[config.mk]
export PLATFORM = sky130hd
export DESIGN_NAME = prga_decrypt_fsm_flat
export DESIGN_NICKNAME = d
export VERILOG_FILES = /design/src/rtl/prga_decrypt_fsm_if.sv /design/src/rtl/prga_decrypt_fsm.sv /design/src/flat_wrapper.sv
export SDC_FILE = /design/constraint.sdc
export NUM_CORES = 1
export LEC_CHECK = 0
export ABC_AREA = 1
export CORE_MARGIN = 2
export CORE_UTILIZATION = 55
export CTS_CLUSTER_SIZE = 24
export DETAILED_ROUTE_END_ITERATION = 6
export HOLD_SLACK_MARGIN = 0.15
export PLACE_DENSITY = 0.89
export SLEW_MARGIN = 20
export SYNTH_ARGS = -nofsm -noshare
export SYNTH_HDL_FRONTEND = slang
export SYNTH_SLANG_ARGS = --single-unit
export TNS_END_PERCENT = 20
[constraint.sdc]
create_clock -name CLOCK_50 -period 2.5 [get_ports CLOCK_50]
set_input_delay 0.5 -clock CLOCK_50 [delete_from_list [all_inputs] [get_ports CLOCK_50]]
set_output_delay 0.5 -clock CLOCK_50 [all_outputs]
set_load 0.01 [all_outputs]
[src/rtl/prga_decrypt_fsm_if.sv]
// S-memory, encrypted ROM and decrypted RAM buses plus start/status handshake
// between the RC4 PRGA/decrypt FSM (master) and its memories/controller (slave).
interface prga_decrypt_fsm_if #(
    parameter int ADDR_W = 5
);
    logic              start;
    logic              busy;
    logic              done;
    logic              valid_message;
    logic [7:0]        s_data_in;
    logic [7:0]        s_address_out;
    logic [7:0]        s_data_out;
    logic              s_write_enable_out;
    logic [7:0]        rom_data_in;
    logic [ADDR_W-1:0] rom_address_out;
    logic [ADDR_W-1:0] dec_address_out;
    logic [7:0]        dec_data_out;
    logic              dec_write_enable_out;

    modport master (
        input  start, s_data_in, rom_data_in,
        output busy, done, valid_message,
               s_address_out, s_data_out, s_write_enable_out,
               rom_address_out,
               dec_address_out, dec_data_out, dec_write_enable_out
    );

    modport slave (
        output start, s_data_in, rom_data_in,
        input  busy, done, valid_message,
               s_address_out, s_data_out, s_write_enable_out,
               rom_address_out,
               dec_address_out, dec_data_out, dec_write_enable_out
    );
endinterface

[src/rtl/prga_decrypt_fsm.sv]
// RC4 PRGA over the shuffled S array, XOR with encrypted ROM, plaintext into decrypted RAM.
// Optional ASCII_CHECK_EN: abort the run on the first byte outside 'a'..'z' / space.
//
// state             | meaning
// IDLE              | waiting for start
// INC_I .. CAP_SJ   | i++, read S[i] and ROM[k], j += S[i], read S[j]
// WR_SI / WR_SJ     | swap S[i] and S[j]
// RD_F .. WR_DEC    | read S[si+sj], write plaintext byte k
// NEXT/FINISH/ABORT | advance k or end the run
module prga_decrypt_fsm #(
    parameter int MSG_LENGTH = 32,
    parameter int ADDR_W     = 5
) (
    input  logic               CLOCK_50,
    input  logic               reset,
    prga_decrypt_fsm_if.master bus
);
    typedef enum logic [3:0] {
        IDLE, INC_I, RD_SI, WT_SI, CAP_SI, RD_SJ, WT_SJ, CAP_SJ,
        WR_SI, WR_SJ, RD_F, WT_F, WR_DEC, NEXT, FINISH, ABORT
    } state_t;

    localparam logic [ADDR_W-1:0] LAST_K = ADDR_W'(MSG_LENGTH - 1);

    state_t            state;
    logic [7:0]        i;
    logic [7:0]        j;
    logic [ADDR_W-1:0] k;
    logic [7:0]        si;
    logic [7:0]        sj;
    logic [7:0]        enc;

`ifdef ASCII_CHECK_EN
    function automatic logic is_legal(input logic [7:0] b);
        return ((b >= 8'h61) && (b <= 8'h7A)) || (b == 8'h20);
    endfunction
`endif

    // Memory addresses are registered one state early so they are stable
    // for the whole read/wait/capture window of each access.
    always_ff @(posedge CLOCK_50) begin
        if (reset) begin
            state                    <= IDLE;
            i                        <= '0;
            j                        <= '0;
            k                        <= '0;
            si                       <= '0;
            sj                       <= '0;
            enc                      <= '0;
            bus.busy                 <= 1'b0;
            bus.done                 <= 1'b0;
            bus.valid_message        <= 1'b0;
            bus.s_address_out        <= '0;
            bus.s_data_out           <= '0;
            bus.s_write_enable_out   <= 1'b0;
            bus.rom_address_out      <= '0;
            bus.dec_address_out      <= '0;
            bus.dec_data_out         <= '0;
            bus.dec_write_enable_out <= 1'b0;
        end else begin
            bus.s_write_enable_out   <= 1'b0;
            bus.dec_write_enable_out <= 1'b0;
            case (state)
                IDLE: begin
                    if (bus.start) begin
                        i                 <= '0;
                        j                 <= '0;
                        k                 <= '0;
                        bus.done          <= 1'b0;
                        bus.valid_message <= 1'b0;
                        bus.busy          <= 1'b1;
                        state             <= INC_I;
                    end
                end
                INC_I: begin
                    i                   <= i + 8'd1;
                    bus.s_address_out   <= i + 8'd1;
                    bus.rom_address_out <= k;
                    state               <= RD_SI;
                end
                RD_SI: state <= WT_SI;
                WT_SI: state <= CAP_SI;
                CAP_SI: begin
                    si                <= bus.s_data_in;
                    enc               <= bus.rom_data_in;
                    j                 <= j + bus.s_data_in;
                    bus.s_address_out <= j + bus.s_data_in;
                    state             <= RD_SJ;
                end
                RD_SJ: state <= WT_SJ;
                WT_SJ: state <= CAP_SJ;
                CAP_SJ: begin
                    sj                     <= bus.s_data_in;
                    bus.s_address_out      <= i;
                    bus.s_data_out         <= bus.s_data_in;
                    bus.s_write_enable_out <= 1'b1;
                    state                  <= WR_SI;
                end
                WR_SI: begin
                    bus.s_address_out      <= j;
                    bus.s_data_out         <= si;
                    bus.s_write_enable_out <= 1'b1;
                    state                  <= WR_SJ;
                end
                WR_SJ: begin
                    bus.s_address_out <= si + sj;
                    state             <= RD_F;
                end
                RD_F: state <= WT_F;
                WT_F: begin
                    bus.dec_address_out      <= k;
                    bus.dec_data_out         <= bus.s_data_in ^ enc;
                    bus.dec_write_enable_out <= 1'b1;
                    state                    <= WR_DEC;
                end
                WR_DEC: begin
`ifdef ASCII_CHECK_EN
                    state <= is_legal(bus.dec_data_out) ? NEXT : ABORT;
`else
                    state <= NEXT;
`endif
                end
                NEXT: begin
                    if (k == LAST_K) begin
                        state <= FINISH;
                    end else begin
                        k     <= k + 1'b1;
                        state <= INC_I;
                    end
                end
                FINISH: begin
                    bus.done          <= 1'b1;
                    bus.valid_message <= 1'b1;
                    bus.busy          <= 1'b0;
                    state             <= IDLE;
                end
                ABORT: begin
                    bus.done          <= 1'b1;
                    bus.valid_message <= 1'b0;
                    bus.busy          <= 1'b0;
                    state             <= IDLE;
                end
                default: state <= IDLE;
            endcase
        end
    end
endmodule

[src/flat_wrapper.sv]
// flat-port wrapper written by rule: the top's interface ports become plain ports
module prga_decrypt_fsm_flat 
#(
    parameter int MSG_LENGTH = 32,
    parameter int ADDR_W     = 5
)
  (CLOCK_50, reset, bus_start, bus_s_data_in, bus_rom_data_in, bus_busy, bus_done, bus_valid_message, bus_s_address_out, bus_s_data_out, bus_s_write_enable_out, bus_rom_address_out, bus_dec_address_out, bus_dec_data_out, bus_dec_write_enable_out);
  prga_decrypt_fsm_if #(.ADDR_W(ADDR_W)) bus_i ();
  input  logic CLOCK_50;
  input  logic reset;
  input wire logic [$bits(bus_i.start)-1:0] bus_start;
  input wire logic [$bits(bus_i.s_data_in)-1:0] bus_s_data_in;
  input wire logic [$bits(bus_i.rom_data_in)-1:0] bus_rom_data_in;
  output wire logic [$bits(bus_i.busy)-1:0] bus_busy;
  output wire logic [$bits(bus_i.done)-1:0] bus_done;
  output wire logic [$bits(bus_i.valid_message)-1:0] bus_valid_message;
  output wire logic [$bits(bus_i.s_address_out)-1:0] bus_s_address_out;
  output wire logic [$bits(bus_i.s_data_out)-1:0] bus_s_data_out;
  output wire logic [$bits(bus_i.s_write_enable_out)-1:0] bus_s_write_enable_out;
  output wire logic [$bits(bus_i.rom_address_out)-1:0] bus_rom_address_out;
  output wire logic [$bits(bus_i.dec_address_out)-1:0] bus_dec_address_out;
  output wire logic [$bits(bus_i.dec_data_out)-1:0] bus_dec_data_out;
  output wire logic [$bits(bus_i.dec_write_enable_out)-1:0] bus_dec_write_enable_out;
  assign bus_i.start = bus_start;
  assign bus_i.s_data_in = bus_s_data_in;
  assign bus_i.rom_data_in = bus_rom_data_in;
  assign bus_busy = bus_i.busy;
  assign bus_done = bus_i.done;
  assign bus_valid_message = bus_i.valid_message;
  assign bus_s_address_out = bus_i.s_address_out;
  assign bus_s_data_out = bus_i.s_data_out;
  assign bus_s_write_enable_out = bus_i.s_write_enable_out;
  assign bus_rom_address_out = bus_i.rom_address_out;
  assign bus_dec_address_out = bus_i.dec_address_out;
  assign bus_dec_data_out = bus_i.dec_data_out;
  assign bus_dec_write_enable_out = bus_i.dec_write_enable_out;
  prga_decrypt_fsm #(.MSG_LENGTH(MSG_LENGTH), .ADDR_W(ADDR_W)) u_core (.CLOCK_50(CLOCK_50), .reset(reset), .bus(bus_i));
endmodule
==> impl_metrics.ini <==
[status]
status = finished clean

[setup_path]
crit_chain = clkdlybuf4s50_1, ha_1, fa_1, nand2_1, nand3_1, nand4_1, nand3b_1, nand3_1, nand3_1, nand2_1, inv_1
cp-start-kind = input port
crit_arrival_ps = 2360
crit_path_end_kind = flip-flop
crit_family = simple AND/OR/NAND/NOR gates
cp.required_ps = 2770
r2r-start = u_core.state[0]
criticalPathCategory = in2reg
slowest_delay_ps = 450
critPathMaxFanout = 3
cp_slowest_cell = clkdlybuf4s50_1
path_buf_inv = 2
crit_start = bus_s_data_in[0]
crit_top_cell = nand3_1

[global_routing]
groute.usage.overall_pct = 27.48
grt_pass1_wl_um = 18670
antenna_found_initial = 0
grt_pass1_vias = 4045
grt_max_degree = 45
grt-ovfl-total = 0

[floorplanning]
rows = 32
core_area_um2 = 7607
die_h_um = 91.79
io_pins = 58
dieArea_um2 = 8425
start_util_pct = 55.72
die_w_um = 91.79

[run]
cap_violations = 0

[drt]
finalWirelength_um = 11180
via_count = 4223
drtPass1Iterations = 5
vias_per_cell = 5.668
drt_iter0_drc = 413
wl_per_cell_um = 15.00
drc = 0
antenna_left = 0

[timing]
final.setup.worst_slack_ps = 413.9
hold_slack_ps = 466.5
rsz0062_at_grt = no
finalSetupViolCount = 0
fin_crit_sh_pct = 83.44
period_minus_slack_ps = 2086
finClkSkew_ps = 7.023
tns_ps = 0
maxSlewViolCount = 0
tightestPinTransition_ps = 599.3
fmax_ghz = 0.4794
max_slew_margin_pct = 60.00
hold_viol_final = 0

[cts]
worst_skew_pair.late_latency_ps = 360
cts.sink_count = 88
clockBufferDepth = 2
h-tree-depth = 3
cts_hold_buf = 0
cts_tree = done
cts_setup_buffers = 0
cts-resized-gates = 0
clock-root-buffer = clkbuf_8
cts_buffers = 9
clk_pin_slew_ps = 80

[pwr]
vdd_drop_max_mv = 0.4497
leakage_nw = 2.094
p_per_area_nw_per_um2 = 578.5

[yosys]
synth.area.top_cells = dfxtp_1, nand2_1, a21oi_1, nor2_1, o21ai_0
yosys_warnings = 0
synth_top_area_cell = dfxtp_1
synth_cell_types = 34
yosysTopAreaCellShare_pct = 41.56
synth_edf_count = 0
async_reset_ff_share_pct = 0
ys_ff_latch = 88
ys_seq_area_share_pct = 41.56
syn_area_um2 = 4239
avgSynthCellArea_um2 = 7.309
synth.net_count = 618
synthCells = 580
dominantRegCellSynth = dfxtp_1

[layout]
final_layout_size_suffix_gt1_share_pct = 7.465
area_growth_pct = 20.90
antenna_cells = 0
final_cell_mix = nand2_1, dfxtp_1, nor2_1
fin_area_um2 = 5125
multi_input_area_um2 = 2207
nets = 676
seqCellArea_um2 = 1762
n_fill_cell = 642
final_common_cell = nand2_1

[place]
pre_cts_ws_ps = 39.20
gp_congestion = 0.9770
portBuffers = 57
hpwl_um = 8124
dpl-instance-area_um2 = 4936

[worst_hold_path]
hold_path_class = reg2reg
hold_start = u_core.bus.s_address_out[0]
-- registers in the layout, summed over array words and instances (netlist names) --
signal,cells
u_core.bus.dec_address_out,5
u_core.bus.s_write_enable_out,1
u_core.sj,8
u_core.bus.dec_data_out,8
u_core.state,4
u_core.i,8
u_core.enc,8
u_core.bus.rom_address_out,5
u_core.bus.s_data_out,8
u_core.bus.s_address_out,8
u_core.bus.dec_write_enable_out,1
u_core.k,5
u_core.bus.done,1
u_core.si,8
u_core.bus.busy,1
u_core.j,8
u_core.bus.valid_message,1
-- kinds of logic after synthesis --
family,Yosys count,share of synthesized area (%)
simple gates,256,26.45
compound gates,135,16.97
flops,88,41.56
buf+inv,69,6.375
fa+ha+maj,19,5.962
xor+xnor,13,2.686
-- metrics by stage --
| stage | std cells | power [mW] | utilization [%] |
|---|---|---|---|
| after floorplan | 580 | 1.833 | - |
| after global placement | 729 | 2.007 | 64.88 |
| after detailed placement | 729 | 2.025 | 64.88 |
| after CTS | 745 | 2.969 | 67.37 |
| after global routing | 745 | 3.087 | 67.37 |
| final | 745 | 2.965 | 67.37 |
-- Yosys cell counts (all sizes together) (4+ instances only) --
library cell and number:
inv 49, nor2 78, nand4 7, xor2 4
dfxtp 88, nand3 30, a31oi 12, nor3 7
clkbuf 13, buf 6, a21oi 64, o21ai 50
xnor2 9, nand3b 4, ha 17, nand2 126
-- final timing paths --
kind / endpoint / slack [ps] / cells past startpoint
max: u_core.bus.s_address_out[6] / 410 / 11
min: u_core.bus.s_address_out[0] / 470 / 2
max reg2reg: u_core.bus.s_address_out[3] / 590 / 9
min reg2reg: u_core.bus.s_address_out[0] / 470 / 2
-- layout make-up --
| class | instances | share of cell area [%] |
|---|---|---|
| inverter | 50 | 3.687 |
| tap | 102 | 2.490 |
| sequential | 88 | 34.37 |
| clock inverter | 5 | 1.123 |
| clock buffer | 11 | 2.563 |
| timing repair buffer | 66 | 12.70 |
| multi-input combinational | 423 | 43.07 |
-- where the power goes --
group / internal (mW) / switching (mW)
logic: 0.196 / 0.282
registers: 1.47 / 0.0569
clock network: 0.461 / 0.501
-- worst reg2reg max path, cell delays in order (launching register included) --
cell and delay [ps]:
dfxtp_1 350, nand2_1 160, inv_2 80, nand2_4 200, nand2_2 130, inv_2 220
nand3_1 220, or2_2 320, nand2_1 70, a21oi_1 50
-- metal layers --
metal	vias to the layer above	global-route usage (%)	routed length [um]
met5	-	0	0
met2	192	46.88	5515
met1	1959	33.75	4515
met3	37	6.409	802
li1	2035	-	-
met4	0	10.32	344
Power figures use the tool's default switching activity.
==> variant 1: new RTL, same settings <==
`ADDR_W` is set to 5 in 3 places; all go to 6.
--- a/src/rtl/prga_decrypt_fsm_if.sv
+++ b/src/rtl/prga_decrypt_fsm_if.sv
@@ -2,5 +2,5 @@
 // between the RC4 PRGA/decrypt FSM (master) and its memories/controller (slave).
 interface prga_decrypt_fsm_if #(
-    parameter int ADDR_W = 5
+    parameter int ADDR_W = 6
 );
     logic              start;
--- a/src/rtl/prga_decrypt_fsm.sv
+++ b/src/rtl/prga_decrypt_fsm.sv
@@ -10,5 +10,5 @@
 module prga_decrypt_fsm #(
     parameter int MSG_LENGTH = 32,
-    parameter int ADDR_W     = 5
+    parameter int ADDR_W     = 6
 ) (
     input  logic               CLOCK_50,
--- a/src/flat_wrapper.sv
+++ b/src/flat_wrapper.sv
@@ -3,5 +3,5 @@
 #(
     parameter int MSG_LENGTH = 32,
-    parameter int ADDR_W     = 5
+    parameter int ADDR_W     = 6
 )
   (CLOCK_50, reset, bus_start, bus_s_data_in, bus_rom_data_in, bus_busy, bus_done, bus_valid_message, bus_s_address_out, bus_s_data_out, bus_s_write_enable_out, bus_rom_address_out, bus_dec_address_out, bus_dec_data_out, bus_dec_write_enable_out);
Interface: changed (resized bus_dec_address_out and bus_rom_address_out); port bits go from 58 to 60. No check against the original RTL was run, so the function may have changed too.
==> variant 1 against the unedited design <==
Sequential cell count grew 3. Power is 1.7% higher. Area after synthesis up 3.5%. Final area up 4.4%. Combinational power shrank 18%. Via count up 3.6%. Worst setup slack got worse by 58 ps. Routed wire length rose by 4.6%. Clock power increased by 13%. Critical path depth fell by 1. Register-to-register slack gained 20 ps. Critical path type unchanged. Critical endpoint is now u_core.bus.s_address_out[4]$_SDFFE_PP0P_. Largest cell class unchanged. Largest power group unchanged.
==> variant 1: results (changes against the unedited design) <==
<table>
<tr><th>Metric</th><th>Value</th></tr>
<tr><th colspan="2">Synthesis</th></tr>
<tr><td>Top area cells in the synthesized netlist</td><td>dfxtp_1, nand2_1, a21oi_1</td></tr>
<tr><td>Most used standard cells in the synthesized netlist</td><td>nand2_1, dfxtp_1, nor2_1</td></tr>
<tr><td>Number of unique standard cell types used by synthesis</td><td>37 (+8.8%)</td></tr>
<tr><td>Total of warnings raised by yosys</td><td>0 (unchanged)</td></tr>
<tr><td>Portion of the post-synthesis area used by sequential elements</td><td>0.415 (about the same)</td></tr>
<tr><td>Synthesized netlist cell count</td><td>602 (+3.8%)</td></tr>
<tr><td>Net count after synthesis</td><td>639 (+3.4%)</td></tr>
<tr><th colspan="2">Placed design</th></tr>
<tr><td>Placement-stage worst setup slack</td><td>-7.88 ps (-47.1 ps)</td></tr>
<tr><td>Gpl congestion</td><td>0.926 (-5.3%)</td></tr>
<tr><td>Cell area after placement</td><td>5130 um2 (+4.0%)</td></tr>
<tr><td>DP Wirelength</td><td>8150 um (+0.27%)</td></tr>
<tr><td>Placed Cells incl. Taps</td><td>757 (+3.8%)</td></tr>
<tr><td>Number of input and output port buffers inserted</td><td>59 (+3.5%)</td></tr>
<tr><th colspan="2">Cells and area</th></tr>
<tr><td>Number of cells in the finished layout apart from fillers</td><td>773 (+3.8%)</td></tr>
<tr><td>Layout Nets</td><td>703 (+4.0%)</td></tr>
<tr><th colspan="2">Detailed routing</th></tr>
<tr><td>Met3 routed wirelength</td><td>667 um (-17%)</td></tr>
<tr><td>Mean routed wirelength per cell</td><td>15.1 um (+0.83%)</td></tr>
<tr><td>Via count</td><td>4,374 (+3.6%)</td></tr>
<tr><th colspan="2">Critical path</th></tr>
<tr><td>Signal arrival time at the worst endpoint</td><td>2420 ps (+60 ps)</td></tr>
<tr><th colspan="2">GRT</th></tr>
<tr><td>First-pass GRT wire length</td><td>19,300 um (+3.6%)</td></tr>
<tr><td>Vias in the first global route</td><td>4,248 (+5.0%)</td></tr>
<tr><th colspan="2">Power</th></tr>
<tr><td>Static Leakage</td><td>2.28 nW (+8.7%)</td></tr>
<tr><td>Worst voltage drop across the vdd grid</td><td>0.355 mV (-21%)</td></tr>
<tr><th colspan="2">Timing</th></tr>
<tr><td>Slew at the pin with the worst max-slew slack</td><td>499 ps (-99.9 ps)</td></tr>
<tr><th colspan="2">Run status</th></tr>
<tr><td>Result of the run</td><td>finished clean</td></tr>
<tr><th colspan="2">Hold path</th></tr>
<tr><td>Hold Path Origin</td><td>u_core.bus.busy$_SDFFE_PP0P_</td></tr>
</table>
==> variant 1: changes by cell type after synthesis, sizes merged, moves of 3 or more <==
cell / change
a21oi: -4
dfxtp: +3
inv: +7
nand2: +16
nor2: +7
nor3: -4
xnor2: +3
==> variant 1: metal layers <==
layer | GRT usage | vias up
met5 | 0 | -
met4 | 0.134 | 0
met3 | 0.0427 | 32
met2 | 0.474 | 193
met1 | 0.341 | 2052
li1 | - | 2097
==> variant 1: worst max-delay path, cell delays in order <==
cell and delay, ps:
clkdlybuf4s50_1 470, ha_1 270, fa_1 400, nand2_1 110
nand3_1 110, a21oi_1 140, nor2_1 50, nand2_1 100
nand4_1 80, o21a_1 190
==> variant 1: power breakdown <==
part	switching, mW	internal (mW)	leakage (nW)	total [mW]
combinational	0.237	0.158	1.43	0.395
sequential	0.0387	1.50	0.736	1.54
clock	0.573	0.512	0.111	1.09
==> variant 1: cell type report <==
type,count,area (um2)
clock buffer,10,138
clock inverter,6,78.8
fill,572,2380
inverter,56,210
multi-input combinational,437,2280
sequential,91,1820
tap,102,128
timing repair buffer,71,693
==> variant 1: final timing paths <==
path,endpoint,slack (ps),cells after the start
setup reg to reg,u_core.bus.s_address_out[5]$_SDFFE_PP0P_,610,8
hold reg to reg,u_core.bus.busy$_SDFFE_PP0P_,460,2
hold / removal,u_core.bus.busy$_SDFFE_PP0P_,460,2
setup / recovery,u_core.bus.s_address_out[4]$_SDFFE_PP0P_,360,10
==> variant 1: logic make-up after synthesis <==
family,count (synthesis),share of synthesized area
adder cells (fa/ha/maj),18,0.0548
flip-flops,91,0.415
XOR/XNOR,16,0.0319
AND/OR/NAND/NOR,275,0.279
AO/OA/AOI/OAI,128,0.154
buffers and inverters,74,0.0647
==> variant 1: metrics by stage <==
stage          TNS, ps  hold WS [ps]
3_3_place_gp         0           441
2_1_floorplan        0           444
3_5_place_dp     -7.88           444
6_report             0           458
5_1_grt              0           477
4_1_cts              0           461
==> variant 2: new RTL, config.mk and constraints unchanged <==
Without the edit above. Reset style: asynchronous (`reset`), changed in one clocked block.
--- a/src/rtl/prga_decrypt_fsm.sv
+++ b/src/rtl/prga_decrypt_fsm.sv
@@ -39,5 +39,5 @@
     // Memory addresses are registered one state early so they are stable
     // for the whole read/wait/capture window of each access.
-    always_ff @(posedge CLOCK_50) begin
+    always_ff @(posedge CLOCK_50 or posedge reset) begin
         if (reset) begin
             state                    <= IDLE;
Function: differs if reset is asserted again (counterexample within 4 cycles, from zero or initial values and one cycle with reset high); with reset held inactive, the same outputs for 10 cycles.
==> variant 2 against the unedited design <==
Cell count down 0.81%. Routed wire length grew 4.4%. Sequential cell count is the same. Area after synthesis increased by 6.7%. Final area grew 6.3%. Worst setup slack better by 25 ps. Critical endpoint is now u_core.bus.s_address_out[4]$_DFFE_PP0P_. Largest cell class is now flip-flops and latches.
Power is not compared: it rests on default switching activity, and its combinational part moved more than twofold at a synthesized area within 25%.
==> variant 2: results (changes against the unedited design) <==
<table>
<tr><th>Metric</th><th>Value</th></tr>
<tr><th colspan="2">Synthesis</th></tr>
<tr><td>Top area cells in the synthesized netlist</td><td>dfrtp_1, nand2_1, o21ai_0</td></tr>
<tr><td>Async set or reset register ratio after synthesis</td><td>1.00 (+1.00)</td></tr>
<tr><td>Number of unique standard cell types used by synthesis</td><td>32 (-5.9%)</td></tr>
<tr><td>Most used standard cells in the synthesized netlist</td><td>nand2_1, dfrtp_1, inv_1</td></tr>
<tr><td>Net count after synthesis</td><td>597 (-3.4%)</td></tr>
<tr><td>Leading register cell type out of synthesis</td><td>dfrtp_1</td></tr>
<tr><td>Portion of the post-synthesis area used by sequential elements</td><td>0.487 (+0.0713)</td></tr>
<tr><th colspan="2">Run status</th></tr>
<tr><td>Result of the run</td><td>finished clean</td></tr>
<tr><th colspan="2">Detailed routing</th></tr>
<tr><td>Mean routed wirelength per cell</td><td>15.8 um (+5.2%)</td></tr>
<tr><td>First DRT Iteration DRCs</td><td>292 (-29%)</td></tr>
<tr><td>Mean number of vias per cell</td><td>5.64 (-0.52%)</td></tr>
<tr><td>Met3 routed wirelength</td><td>832 um (+3.7%)</td></tr>
<tr><td>Met1 wire length</td><td>4630 um (+2.5%)</td></tr>
<tr><td>Total met2 wirelength after detailed routing</td><td>5910 um (+7.1%)</td></tr>
<tr><th colspan="2">Placed design</th></tr>
<tr><td>Gpl congestion</td><td>0.894 (-8.5%)</td></tr>
<tr><td>DP Wirelength</td><td>8270 um (+1.8%)</td></tr>
<tr><td>Placement-stage worst setup slack</td><td>77.5 ps (+38.3 ps)</td></tr>
<tr><th colspan="2">Cells and area</th></tr>
<tr><td>Layout Nets</td><td>667 (-1.3%)</td></tr>
<tr><td>Fraction of layout cells with a size suffix above 1</td><td>0.0757 (+0.00106)</td></tr>
<tr><td>Number of fillers in the final layout</td><td>665 (+3.6%)</td></tr>
<tr><th colspan="2">GRT</th></tr>
<tr><td>Pin count of the biggest net entering global routing</td><td>89 (+98%)</td></tr>
<tr><td>First-pass GRT wire length</td><td>19,800 um (+5.8%)</td></tr>
<tr><td>Vias in the first global route</td><td>4,252 (+5.1%)</td></tr>
<tr><td>Total GRT Usage</td><td>0.282 (+0.00772)</td></tr>
<tr><th colspan="2">Hold path</th></tr>
<tr><td>Type of the most critical hold path</td><td>flip-flop to flip-flop</td></tr>
<tr><th colspan="2">Timing</th></tr>
<tr><td>Clock Skews</td><td>7.79 ps (+0.770 ps)</td></tr>
<tr><th colspan="2">Critical path</th></tr>
<tr><td>Signal arrival time at the worst endpoint</td><td>2320 ps (-40 ps)</td></tr>
</table>
variant 2: changes by cell type after synthesis, moves of 14 or more:
cell,change
dfxtp_1,-88
dfrtp_1,+88
a21oi_1,-49
nand2_1,+83
nor2_1,-50
inv_1,+14
variant 2: layer usage:
| metal | vias up | track usage |
|---|---|---|
| met5 | - | 0 |
| met3 | 40 | 0.0758 |
| li1 | 1946 | - |
| met4 | 0 | 0.0954 |
| met2 | 185 | 0.488 |
| met1 | 1996 | 0.342 |
variant 2: area by class of cell:
class                           instances  area share
Sequential cell                        88       0.404
Multi-Input combinational cell        400       0.372
Timing Repair Buffer                   68       0.122
Inverter                               62      0.0438
Tap cell                              105      0.0241
Clock buffer                            9      0.0227
Clock inverter                          7      0.0110
variant 2: worst paths after layout:
kind	slack (ps)	start	cells after the start	endpoint
worst max-delay path	440	bus_s_data_in[0]	11	u_core.bus.s_address_out[4]$_DFFE_PP0P_
worst min-delay path	490	u_core.bus.done$_DFFE_PP0P_	2	u_core.bus.done$_DFFE_PP0P_
worst max register to register	510	u_core.si[0]$_DFFE_PP0P_	7	u_core.bus.s_address_out[2]$_DFFE_PP0P_
worst min register to register	490	u_core.bus.done$_DFFE_PP0P_	2	u_core.bus.done$_DFFE_PP0P_
max in group asynchronous	1520	reset	3	u_core.bus.s_address_out[5]$_DFFE_PP0P_
min in group asynchronous	620	reset	3	u_core.bus.s_data_out[2]$_DFFE_PP0P_
variant 2: where the power goes:
part / switching, mW / internal (mW) / total, mW
Combinational: 1.93 / 1.38 / 3.31
Clock: 0.572 / 0.385 / 0.957
Sequential: 0.471 / 2.04 / 2.51
variant 2: worst max-delay path, delay by kind of cell:
kind,cells,cell delay (ps)
adder cells (fa/ha/maj),2,680
AND/OR/NAND/NOR,7,520
buffers and inverters,1,460
AO/OA/AOI/OAI,1,160
variant 2: logic make-up (layout without fill, tap and decap cells):
group	after synthesis	in the layout	share of synthesized area
buffers and inverters	71	146	0.0647
XOR/XNOR	11	11	0.0213
flip-flops	88	88	0.487
adder cells (fa/ha/maj)	19	19	0.0559
AND/OR/NAND/NOR	297	297	0.285
AO/OA/AOI/OAI	73	73	0.0858
variant 2: stage by stage:
step / area, um2 / util / hold slack (ps) / instances
final: 5450 / 0.673 / 488 / 739
after global routing: 5450 / 0.673 / 513 / 739
after CTS: 5450 / 0.673 / 494 / 739
after detailed placement: 5270 / 0.651 / 466 / 723
after global placement: 5270 / 0.651 / 461 / 723
after floorplan: 4530 / - / 446 / 559
